$ cat config.mk
export PLATFORM = sky130hd
export DESIGN_NAME = wb_initiator
export DESIGN_NICKNAME = d
export VERILOG_FILES = /design/src/rtl/wb_initiator.sv
export SDC_FILE = /design/constraint.sdc
export NUM_CORES = 1
export LEC_CHECK = 0
export CAP_MARGIN = 15
export CORE_MARGIN = 5
export CORE_UTILIZATION = 43
export DETAILED_ROUTE_END_ITERATION = 6
export PLACE_DENSITY_LB_ADDON = 0.15
export SYNTH_ARGS = -nofsm -noshare
export SYNTH_HDL_FRONTEND = slang
export SYNTH_SLANG_ARGS = --single-unit
$ cat constraint.sdc
create_clock -name clk_i -period 4 [get_ports clk_i]
set_input_delay 0.8 -clock clk_i [delete_from_list [all_inputs] [get_ports clk_i]]
set_output_delay 0.8 -clock clk_i [all_outputs]
set_load 0.005 [all_outputs]
$ cat src/rtl/wb_initiator.sv
// Single-outstanding Wishbone B4 pipelined initiator.
// A valid/ready command port starts one bus cycle. The result comes back on a
// one-cycle response strobe, carrying either read data or a timeout abort flag.
module wb_initiator #(
  parameter int unsigned TIMEOUT_CYCLES = 255
) (
  input  logic        clk_i,
  input  logic        rst_i,
  input  logic        req_valid_i,
  output logic        req_ready_o,
  input  logic        req_we_i,
  input  logic [31:0] req_adr_i,
  input  logic [31:0] req_dat_i,
  input  logic [3:0]  req_sel_i,
  output logic        rsp_valid_o,
  output logic [31:0] rsp_dat_o,
  output logic        rsp_err_o,
  output logic [31:0] wb_adr_o,
  output logic [31:0] wb_dat_o,
  input  logic [31:0] wb_dat_i,
  output logic        wb_we_o,
  output logic [3:0]  wb_sel_o,
  output logic        wb_stb_o,
  input  logic        wb_ack_i,
  output logic        wb_cyc_o,
  input  logic        wb_stall_i
);

  // A zero TIMEOUT_CYCLES disables the abort; keep a 1-bit counter so that
  // the declarations stay legal.
  localparam int CNT_W = (TIMEOUT_CYCLES > 0) ? $clog2(TIMEOUT_CYCLES + 1) : 1;
  localparam int TO_LAST_INT = (TIMEOUT_CYCLES > 0) ? int'(TIMEOUT_CYCLES) - 1 : 0;
  localparam logic [CNT_W-1:0] TO_LAST = CNT_W'(TO_LAST_INT);
  localparam bit TO_EN = (TIMEOUT_CYCLES != 0);

  typedef enum logic [1:0] {
    IDLE     = 2'd0,
    REQUEST  = 2'd1,
    WAIT_ACK = 2'd2,
    RESPONSE = 2'd3
  } state_t;

  state_t           state_q;
  logic [CNT_W-1:0] cnt_q;
  logic [CNT_W-1:0] cnt_d;
  logic             timeout_hit;
  logic [31:0]      adr_q;
  logic [31:0]      dat_q;
  logic             we_q;
  logic [3:0]       sel_q;
  logic [31:0]      rsp_dat_q;
  logic             rsp_err_q;

  // The counter holds the number of bus cycles already spent minus one, so
  // hitting TO_LAST marks the final allowed cycle.
  assign cnt_d       = cnt_q + CNT_W'(1);
  assign timeout_hit = TO_EN && (cnt_q == TO_LAST);

  // Main FSM: command latch, bus handshake, timeout and response capture.
  always_ff @(posedge clk_i) begin
    if (rst_i) begin
      state_q   <= IDLE;
      cnt_q     <= '0;
      adr_q     <= '0;
      dat_q     <= '0;
      we_q      <= 1'b0;
      sel_q     <= '0;
      rsp_dat_q <= '0;
      rsp_err_q <= 1'b0;
    end else begin
      unique case (state_q)
        IDLE: begin
          // Acks seen here belong to no transaction and are dropped.
          if (req_valid_i) begin
            adr_q   <= req_adr_i;
            dat_q   <= req_dat_i;
            we_q    <= req_we_i;
            sel_q   <= req_sel_i;
            cnt_q   <= '0;
            state_q <= REQUEST;
          end
        end
        REQUEST: begin
          // An ack cannot belong to a strobe that has not been accepted yet.
          cnt_q <= cnt_d;
          if (timeout_hit) begin
            rsp_dat_q <= '0;
            rsp_err_q <= 1'b1;
            state_q   <= RESPONSE;
          end else if (!wb_stall_i) begin
            state_q <= WAIT_ACK;
          end
        end
        WAIT_ACK: begin
          cnt_q <= cnt_d;
          // The ack is checked first so that it wins over an expiring timer.
          if (wb_ack_i) begin
            rsp_dat_q <= we_q ? 32'h0 : wb_dat_i;
            rsp_err_q <= 1'b0;
            state_q   <= RESPONSE;
          end else if (timeout_hit) begin
            rsp_dat_q <= '0;
            rsp_err_q <= 1'b1;
            state_q   <= RESPONSE;
          end
        end
        RESPONSE: begin
          state_q <= IDLE;
        end
        default: state_q <= IDLE;
      endcase
    end
  end

  // Handshake and bus control outputs decode directly from the state register.
  assign req_ready_o = (state_q == IDLE);
  assign wb_cyc_o    = (state_q == REQUEST) || (state_q == WAIT_ACK);
  assign wb_stb_o    = (state_q == REQUEST);
  assign rsp_valid_o = (state_q == RESPONSE);

  assign wb_adr_o  = adr_q;
  assign wb_dat_o  = dat_q;
  assign wb_we_o   = we_q;
  assign wb_sel_o  = sel_q;
  assign rsp_dat_o = rsp_dat_q;
  assign rsp_err_o = rsp_err_q;

endmodule

==> results of run 1 <==
stage by stage:
stage	hold slack [ns]	total power, mW	std cells	setup WS [ns]
5_1_grt	0.4756	3.106	848	0.9973
4_1_cts	0.4591	2.942	848	1.134
3_3_place_gp	0.4406	2.327	832	1.288
3_5_place_dp	0.4453	2.352	832	1.236
6_report	0.4570	2.909	848	1.137
2_1_floorplan	0.4527	1.852	519	2.301
state kept, by name, indices dropped and copies added (netlist names):
| signal | flops |
|---|---|
| wb_we_o | 1 |
| cnt_q | 8 |
| wb_adr_o | 32 |
| rsp_err_o | 1 |
| state_q | 2 |
| wb_sel_o | 4 |
| rsp_dat_o | 32 |
| wb_dat_o | 32 |
worst max-delay path: stages (launching register included):
cell and delay [ns]:
dfxtp_1 0.42, inv_1 0.13, ha_1 0.56, clkdlybuf4s50_1 0.59
cell type report:
class                           instances  share of cell area (%)
Inverter                                4                  0.2287
Multi-Input combinational cell        366                   27.79
Clock buffer                           11                   2.001
Clock inverter                          5                  0.5146
Tap cell                              133                   2.535
Timing Repair Buffer                  217                   32.78
Sequential cell                       112                   34.15
path summary, 6_finish.rpt:
path | end | slack, ns | from
hold reg to reg | wb_dat_o[22] | 0.46 | wb_dat_o[22]
setup / recovery | wb_cyc_o | 1.14 | state_q[0]
hold / removal | wb_dat_o[22] | 0.46 | wb_dat_o[22]
setup reg to reg | rsp_dat_o[17] | 1.42 | state_q[0]
layer usage:
layer	vias to the layer above	part of all wire, %	track usage, %
li1	2091	-	-
met1	1927	41	22.90
met2	151	46	34.18
met3	28	10	8.514
met4	0	2.9	7.035
met5	-	0	0
Yosys cell counts, types with 2 or more instances:
library cell    n
buf_2           9
inv_1           4
a21oi_1       107
ha_1            7
xnor2_1         4
nor3b_1        32
dfxtp_1       112
nand2b_1        4
clkbuf_1       19
nand2_1       144
buf_1           3
nor3_1          2
buf_4           6
nor2_1         39
nand3_1         5
o21ai_0         3
cell families after synthesis:
family / count (synthesis) / share of synthesized area, %
buffers and inverters: 41 / 4.415
adder cells (fa/ha/maj): 7 / 2.061
XOR/XNOR: 4 / 0.8242
AND/OR/NAND/NOR: 234 / 24.76
AO/OA/AOI/OAI: 120 / 14.87
multiplexers: 1 / 0.3237
flip-flops: 112 / 52.75
power groups by stage:
stage / Combinational, mW / Sequential [mW] / Clock [mW]
finish: 0.981 / 1.34 / 0.592
global route: 1.09 / 1.36 / 0.657
CTS: 0.996 / 1.34 / 0.609
detailed placement: 0.992 / 1.36 / 0
global placement: 0.972 / 1.35 / 0
floorplan: 0.488 / 1.36 / 0
==> metrics.txt, run 1 <==
H-tree depth 3; hold path depth 2; synthesis-to-finish area growth 54.46%; Cell Int Power just under 2 mW; WS Path Type flip-flop to output port; number of flops mapped to enable cells by yosys 0; DIE AREA around 0.012 mm^2; total track usage between 20% and 30%; clock power share roughly 20%; status finished, final reports clean; Worst EP required roughly 3.2 ns; largest net degree at the start of global routing 60; post-CTS resize count 0; nets just over 800; Mean Syn Cell Area ~8.2 um^2; synthesis warning total 0; Final Wtd Congestion approximately 0.81; Multi-input gate area approximately 0.0018 mm^2; Final Cycle Share a little under three quarters; CTS buffer count 9; maxcap violations 0; maximum clock insertion buffer count 2; total number of vias about 4200; Sw Ratio a little under a third; initial antenna violation count 0; RSZ-0062 raised after global routing false; Hold Vio Cnt, Final 0; Synth top area share approximately 53%; Clock Sinks between 100 and 150; # rows 36; Seq. cell area approximately 0.0022 mm^2; IO Count roughly 210; DRT antenna net count 0; Die Wd approximately 110 um; fraction of layout cells with a size suffix above 1 between 3 and 4%; gr ovfl total 0; syn nets approximately 630; first-pass iteration count of the detailed router 4; synth unique cells 35; Buffers on Ports between 200 and 250; reg2reg path depth 7; worst slew pin tran between 0.8 and 0.9 ns; Syn Std Cell Area between 0.004 and 0.005 mm^2; sequential power share between 40% and 50%; Synth area leader dfxtp_1; CTS tree built; Routed WL 12200 um; setup violators final 0; ANT cells 0; post-layout util about two thirds; Synth area leaders dfxtp_1 53%, nand2_1 13%, a21oi_1 13%; initial DRC count about 170; Setup Fix Bufs, Post-CTS 0; Pleak 2.350 nW; Critical Path Source Type flip-flop; #FFs+latches synth roughly 110; Final HPWL DP 9109 um; die height about 110 um; Worst Setup End Kind output port; Filler Cells Inserted 837; Post-CTS Hold Buffers 0; via density per instance 4.949; first-pass GRT wire length between 15000 and 20000 um; worst vdd ir ~0.27 mV; relative slew slack about 45%; Initial Util approximately 44%; Min-Delay Path Class flip-flop to flip-flop; crit-path max FO 11; WP data arrival about 2 ns; PD cells between 400 and 500 mW/mm^2; Mapped Cells between 500 and 600; total core area approximately 0.01 mm^2; Async SR Flop Fraction 0%; Clock Skew ~0.014 ns; register area share after synthesis roughly 53%; dpl cell area about 0.0064 mm^2; Most used DFF post-synth dfxtp_1; minimum clock period roughly 2.9 ns; Sum Neg Setup Slack 0 ns; combinational share of power 33.7%; highest-count cells in the layout ignoring fill and taps 210 x clkdlybuf4s50_1, 143 x nand2_1, 112 x dfxtp_1; vias in the first global route ~4200; Psw between 0.9 and 1 mW; commonest non-fill, non-tap cell in the layout clkdlybuf4s50_1; Max Slew Vio Count 0; CTS Root Cell clkbuf_8; WL/cell about 14 um; Design Area, Final around 0.0066 mm^2; maximum achievable frequency about 350 MHz; Clock Latency Late Sink between 0.3 and 0.4 ns; DRC viols 0; clk slew on worst S/H paths roughly 0.1 ns
No activity file was read; power rests on OpenSTA's default activity.
==> run 2, diff against run 1 <==
--- a/config.mk
+++ b/config.mk
@@ -7,7 +7,7 @@
 export LEC_CHECK = 0
 export CAP_MARGIN = 15
 export CORE_MARGIN = 5
-export CORE_UTILIZATION = 43
+export CORE_UTILIZATION = 40
 export DETAILED_ROUTE_END_ITERATION = 6
 export PLACE_DENSITY_LB_ADDON = 0.15
 export SYNTH_ARGS = -nofsm -noshare
==> constraint.sdc (replaced) <==
create_clock -name clk_i -period 2.76 [get_ports clk_i]
set_input_delay 0.552 -clock clk_i [delete_from_list [all_inputs] [get_ports clk_i]]
set_output_delay 0.552 -clock clk_i [all_outputs]
set_load 0.005 [all_outputs]
==> metrics.txt, run 2 (synthesis results as in run 1) <==
maximum clock insertion buffer count 2 (unchanged); Min-Delay Path Class flip-flop to flip-flop; Final Cycle Share a little over four fifths; worst hold endpoint wb_sel_o[1]; crit-path max FO 6 (-5); vias in the first global route 4067 (-2.2%); Multi-input gate area 0.001824 mm^2 (unchanged); CTS tree built; reg2reg path depth 7 (unchanged); clock power share 22.8% (+2.5 points); nets 826 (+0.36%); DRC viols 0 (unchanged); final non-filler cell total 854 (+0.71%); highest-count cells in the layout ignoring fill and taps 210 x clkdlybuf4s50_1, 143 x nand2_1, 112 x dfxtp_1; combinational share of power 33.2% (-0.5 points); H-tree depth 3 (unchanged); Critical Path Source Type flip-flop; DRT antenna net count 0 (unchanged); Max Slew Vio Count 0 (unchanged); CTS buffer count 9 (unchanged); first-pass GRT wire length 20240 um (+4.3%); fraction of layout cells with a size suffix above 1 4.457% (+0.54 points); Sw Ratio 31.40% (-0.56 points); minimum clock period 2.309 ns; synthesis-to-finish area growth 56.34%; relative slew slack 55.13% (+10 points); # rows 37 (+2.8%); gr ovfl total 0 (unchanged); post-CTS resize count 0 (unchanged); Setup Fix Bufs, Post-CTS 0 (unchanged); CTS Root Cell clkbuf_8; via density per instance 4.886 (-1.3%); Clock Skew 0.01754 ns (+0.003703 ns); end of the worst register-to-register path cnt_q[7]; maximum achievable frequency 433.0 MHz; Buffers on Ports 211 (unchanged); worst reg2reg startpoint state_q[0]; Worst EP required 2.21 ns (-0.99 ns); Clock Sinks 112 (unchanged); hold path depth 2 (unchanged); Cell Int Power 3.013 mW (+52%); PD cells 660.9 mW/mm^2 (+49%); setup violators final 0 (unchanged); HP Start wb_sel_o[1]; worst slew pin tran 0.6731 ns (-0.1522 ns); Worst Setup End Kind output port; Routed WL 12500 um (+2.5%); sequential power share 44.0% (-1.9 points); maxcap violations 0 (unchanged); total number of vias 4173 (-0.57%); Sum Neg Setup Slack 0 ns (unchanged); clk slew on worst S/H paths 0.11 ns (about the same); WS Path Type flip-flop to output port; worst vdd ir 0.3215 mV (+20%); Pleak 2.395 nW (+1.9%); largest net degree at the start of global routing 65 (+8.3%); Filler Cells Inserted 902 (+7.8%); WL/cell 14.63 um (+1.8%); status finished, final reports clean; initial DRC count 208 (+26%); RSZ-0062 raised after global routing false; Seq. cell area 0.002242 mm^2 (unchanged); Initial Util 41.17% (-2.5 points); Worst R2R Setup Slack 0.80 ns (-0.62 ns); WP data arrival 1.76 ns (-0.30 ns); Psw 1.379 mW (+48%); Final Wtd Congestion 0.7977 (-1.6%); DIE AREA 0.01279 mm^2 (+6.8%); initial antenna violation count 0 (unchanged); commonest non-fill, non-tap cell in the layout clkdlybuf4s50_1; placed cells 838 (+0.72%); die height 113.1 um (+3.3%); Final HPWL DP 9222 um (+1.2%); Hold Vio Cnt, Final 0 (unchanged); total core area 0.01032 mm^2 (+6.1%); Post-CTS Hold Buffers 0 (unchanged); ANT cells 0 (unchanged); first-pass iteration count of the detailed router 5 (+1); IO Count 212 (unchanged); Die Wd 113.1 um (+3.3%); Clock Latency Late Sink 0.36 ns (about the same); total track usage 19.27% (-0.96 points)
-- run 2: cell count changes in the layout (fill, tap and decap cells not counted) --
cell and delta:
clkinv_2 -2, clkbuf_1 -1, clkinvlp_4 -2, bufinv_16 +1, buf_4 +2, inv_6 +1, clkinv_4 +2, buf_12 +1
clkbuf_8 +1
-- run 2: layout make-up --
cell class	count	area share, %
repair buffers	220	32.91
well taps	136	2.561
multi-input cells	366	27.45
inverters	4	0.2259
clock buffers	11	2.128
clock inverters	5	0.9791
flip-flops and latches	112	33.74
-- run 2: how the worst max path moves through the flow --
stage           startpoint      endpoint  slack, ns  depth (start not counted)
2_1_floorplan   state_q[0]      cnt_q[7]       1.06                          7
3_3_place_gp   req_valid_i  wb_adr_o[10]       0.76                          5
3_5_place_dp   req_valid_i   wb_adr_o[5]       0.69                          5
4_1_cts         state_q[0]   req_ready_o       0.43                          3
5_1_grt         state_q[0]   req_ready_o       0.35                          3
6_report        state_q[0]   req_ready_o       0.45                          3
-- run 2: power by group through the flow --
stage	sequential [mW]	clock (mW)	combinational, mW
floorplan	1.98	0	0.707
global placement	1.96	0	1.44
detailed placement	1.97	0	1.47
CTS	1.94	1.04	1.48
global route	1.96	1.13	1.61
finish	1.93	1.00	1.46
-- run 2: worst max-delay path, cell delays in order, from the launching register on --
cell             delay, ns
dfxtp_1               0.36
inv_1                 0.15
ha_1                  0.32
clkdlybuf4s50_1       0.58
-- run 2: per-stage QoR --
stage / total power, mW / setup WS, ns / utilization (%) / cell area, um^2 / hold WS, ns
finish: 4.392 / 0.4506 / 64.37 / 6645 / 0.4558
global route: 4.702 / 0.3485 / 64.37 / 6645 / 0.4796
CTS: 4.452 / 0.4319 / 64.37 / 6645 / 0.4603
detailed placement: 3.440 / 0.6909 / 62.37 / 6439 / 0.4461
global placement: 3.399 / 0.7596 / 62.37 / 6439 / 0.4406
floorplan: 2.685 / 1.061 / - / 4250 / 0.4527
-- run 2: layer usage --
layer | vias up | wire, um | GRT usage, %
met3 | 16 | 1370 | 8.877
met2 | 162 | 5916 | 31.71
met1 | 1900 | 5003 | 22.28
met4 | 0 | 208 | 6.250
li1 | 2095 | - | -
met5 | - | 0 | 0
==> run 3, diff against run 2 <==
--- a/config.mk
+++ b/config.mk
@@ -7,7 +7,7 @@
 export LEC_CHECK = 0
 export CAP_MARGIN = 15
 export CORE_MARGIN = 5
-export CORE_UTILIZATION = 40
+export CORE_UTILIZATION = 36
 export DETAILED_ROUTE_END_ITERATION = 6
 export PLACE_DENSITY_LB_ADDON = 0.15
 export SYNTH_ARGS = -nofsm -noshare
==> constraint.sdc (replaced) <==
create_clock -name clk_i -period 2 [get_ports clk_i]
set_input_delay 0.4 -clock clk_i [delete_from_list [all_inputs] [get_ports clk_i]]
set_output_delay 0.4 -clock clk_i [all_outputs]
set_load 0.005 [all_outputs]
==> metrics.txt, run 3 (synthesis results as in run 1) <==
status finished, final reports clean; Die Wd 118.7 um (+4.9%); Worst Setup End Kind output port; Hold Vio Cnt, Final 0 (unchanged); first-pass iteration count of the detailed router 4 (-1); Max stage delay on crit path 0.51 ns (-0.07 ns); WP data arrival 1.52 ns (-0.24 ns); WL/cell 14.50 um (-0.92%); Psw 1.962 mW (+42%); DRT antenna net count 0 (unchanged); maximum achievable frequency roughly 520 MHz; Final Cycle Share around 96%; Filler Cells Inserted 1048 (+16%); Min-Delay Path Class input pin to flip-flop; CTS Root Cell clkbuf_16; Sum Neg Setup Slack 0 ns (unchanged); CP Depth 3 (unchanged); fraction of layout cells with a size suffix above 1 5.168% (+0.71 points); CP cell instances inv_2 > ha_2 > clkdlybuf4s50_1; total track usage 17.54% (-1.7 points); IO Count 212 (unchanged); RSZ-0062 raised after global routing false; final non-filler cell total 859 (+0.59%); total core area 0.01152 mm^2 (+12%); Sw Ratio 29.46% (-1.9 points); Post-CTS Hold Buffers 0 (unchanged); Max Slew Vio Count 0 (unchanged); gr ovfl total 0 (unchanged); placed cells 843 (+0.60%); Routed WL 12460 um (-0.34%); relative slew slack 55.26% (+0.13 points); combinational share of power 31.3% (-1.9 points); final setup margin 0.07903 ns (-0.3716 ns); setup violators final 0 (unchanged); synthesis-to-finish area growth 60.26%; Buffers on Ports 211 (unchanged); dpl cell area 0.006470 mm^2 (+0.49%); via density per instance 4.802 (-1.7%); minimum clock period about 1.9 ns; clk slew on worst S/H paths 0.07 ns (-0.04 ns); Pleak 2.455 nW (+2.5%); Clock Skew 0.004370 ns (-0.01317 ns); CTS buffer count 9 (unchanged); Crit path buffers/inverters 2 (unchanged); initial DRC count 165 (-21%); ANT cells 0 (unchanged); largest net degree at the start of global routing 70 (+7.7%); CTS tree built; pre-CTS setup slack 0.1099 ns (-0.5810 ns); initial antenna violation count 0 (unchanged); Final Wtd Congestion 0.8656 (+8.5%); Clock Sinks 112 (unchanged); first-pass GRT wire length 20420 um (+0.92%); Cell Int Power 4.700 mW (+56%); Design Area, Final 0.006812 mm^2 (+2.5%); Critical Path Source Type flip-flop; maximum clock insertion buffer count 2 (unchanged); # rows 39 (+5.4%); commonest non-fill, non-tap cell in the layout clkdlybuf4s50_1; total number of vias 4125 (-1.2%); WS Path Type flip-flop to output port; DRC viols 0 (unchanged); die height 118.7 um (+4.9%); sequential power share 40.2% (-3.8 points); nets 824 (-0.24%); Worst EP required 1.60 ns (-0.61 ns); Clock Latency Late Sink 0.34 ns (-0.02 ns); highest-count cells in the layout ignoring fill and taps 209 x clkdlybuf4s50_1, 143 x nand2_1, 110 x dfxtp_1; PD cells 978.0 mW/mm^2 (+48%); maxcap violations 0 (unchanged); worst vdd ir 0.5341 mV (+66%); crit-path max FO 5 (-1); worst slew pin tran 0.6711 ns (-0.001938 ns); reg2reg path depth 6 (-1); vias in the first global route 4064 (-0.074%); Initial Util 36.91% (-4.3 points); hold path depth 2 (unchanged); Crit path max-delay family buffers and inverters; Final HPWL DP 8960 um (-2.8%); H-tree depth 3 (unchanged); DIE AREA 0.01408 mm^2 (+10%); Crit-path slowest cell clkdlybuf4s50_1; clock power share 28.5% (+5.7 points)
[run 3: cell count changes in the layout (fill, tap and decap cells not counted), sizes merged]
| cell | delta |
|---|---|
| bufinv | +1 |
| clkinvlp | +1 |
| buf | -2 |
| clkdlybuf4s50 | -1 |
| dlygate4sd2 | +1 |
| clkbuf | -2 |
[run 3: worst paths after layout]
| path | slack (ns) | end | start |
|---|---|---|---|
| setup reg to reg | 0.19 | rsp_dat_o[2] | cnt_q[0] |
| hold reg to reg | 0.45 | wb_dat_o[2] | wb_dat_o[2] |
| hold / removal | 0.38 | cnt_q[1] | rst_i |
| setup / recovery | 0.08 | wb_stb_o | state_q[1] |
[run 3: area by class of cell]
cell class | count | area (um^2) | area share [%]
tap | 143 | 178.9 | 2.627
timing repair buffer | 218 | 2208 | 32.42
multi-input combinational | 366 | 1839 | 27.00
inverter | 4 | 15.01 | 0.2204
clock buffer | 9 | 225.2 | 3.306
clock inverter | 7 | 95.09 | 1.396
sequential | 112 | 2250 | 33.03
[run 3: power groups by stage]
stage / combinational (mW) / clock (mW) / sequential [mW]
6_report: 2.08 / 1.90 / 2.68
5_1_grt: 2.32 / 2.07 / 2.72
4_1_cts: 2.11 / 1.97 / 2.68
3_5_place_dp: 2.07 / 0 / 2.72
3_3_place_gp: 2.02 / 0 / 2.70
2_1_floorplan: 0.976 / 0 / 2.73
[run 3: per-stage QoR]
step / hold WS [ns] / power, mW / utilization [%]
after detailed placement: 0.4465 / 4.787 / 56.18
after CTS: 0.3634 / 6.761 / 59.13
final: 0.3814 / 6.662 / 59.15
after global placement: 0.4406 / 4.716 / 56.18
after global routing: 0.3869 / 7.100 / 59.15
after floorplan: 0.4527 / 3.705 / -
[run 3: timing repair]
item,CTS,global route
pin swaps,0,0
gates resized for setup,9,1
buffers inserted,0,0
endpoints found under the setup margin,2,1
[run 3: routing by layer]
layer	vias up	wire [um]	share of wire, %	track usage, %
met5	-	0	0	0
met4	0	214	1.7	6.300
met3	12	1357	11	8.453
met2	140	5899	47	28.99
met1	1877	4986	40	19.73
li1	2096	-	-	-
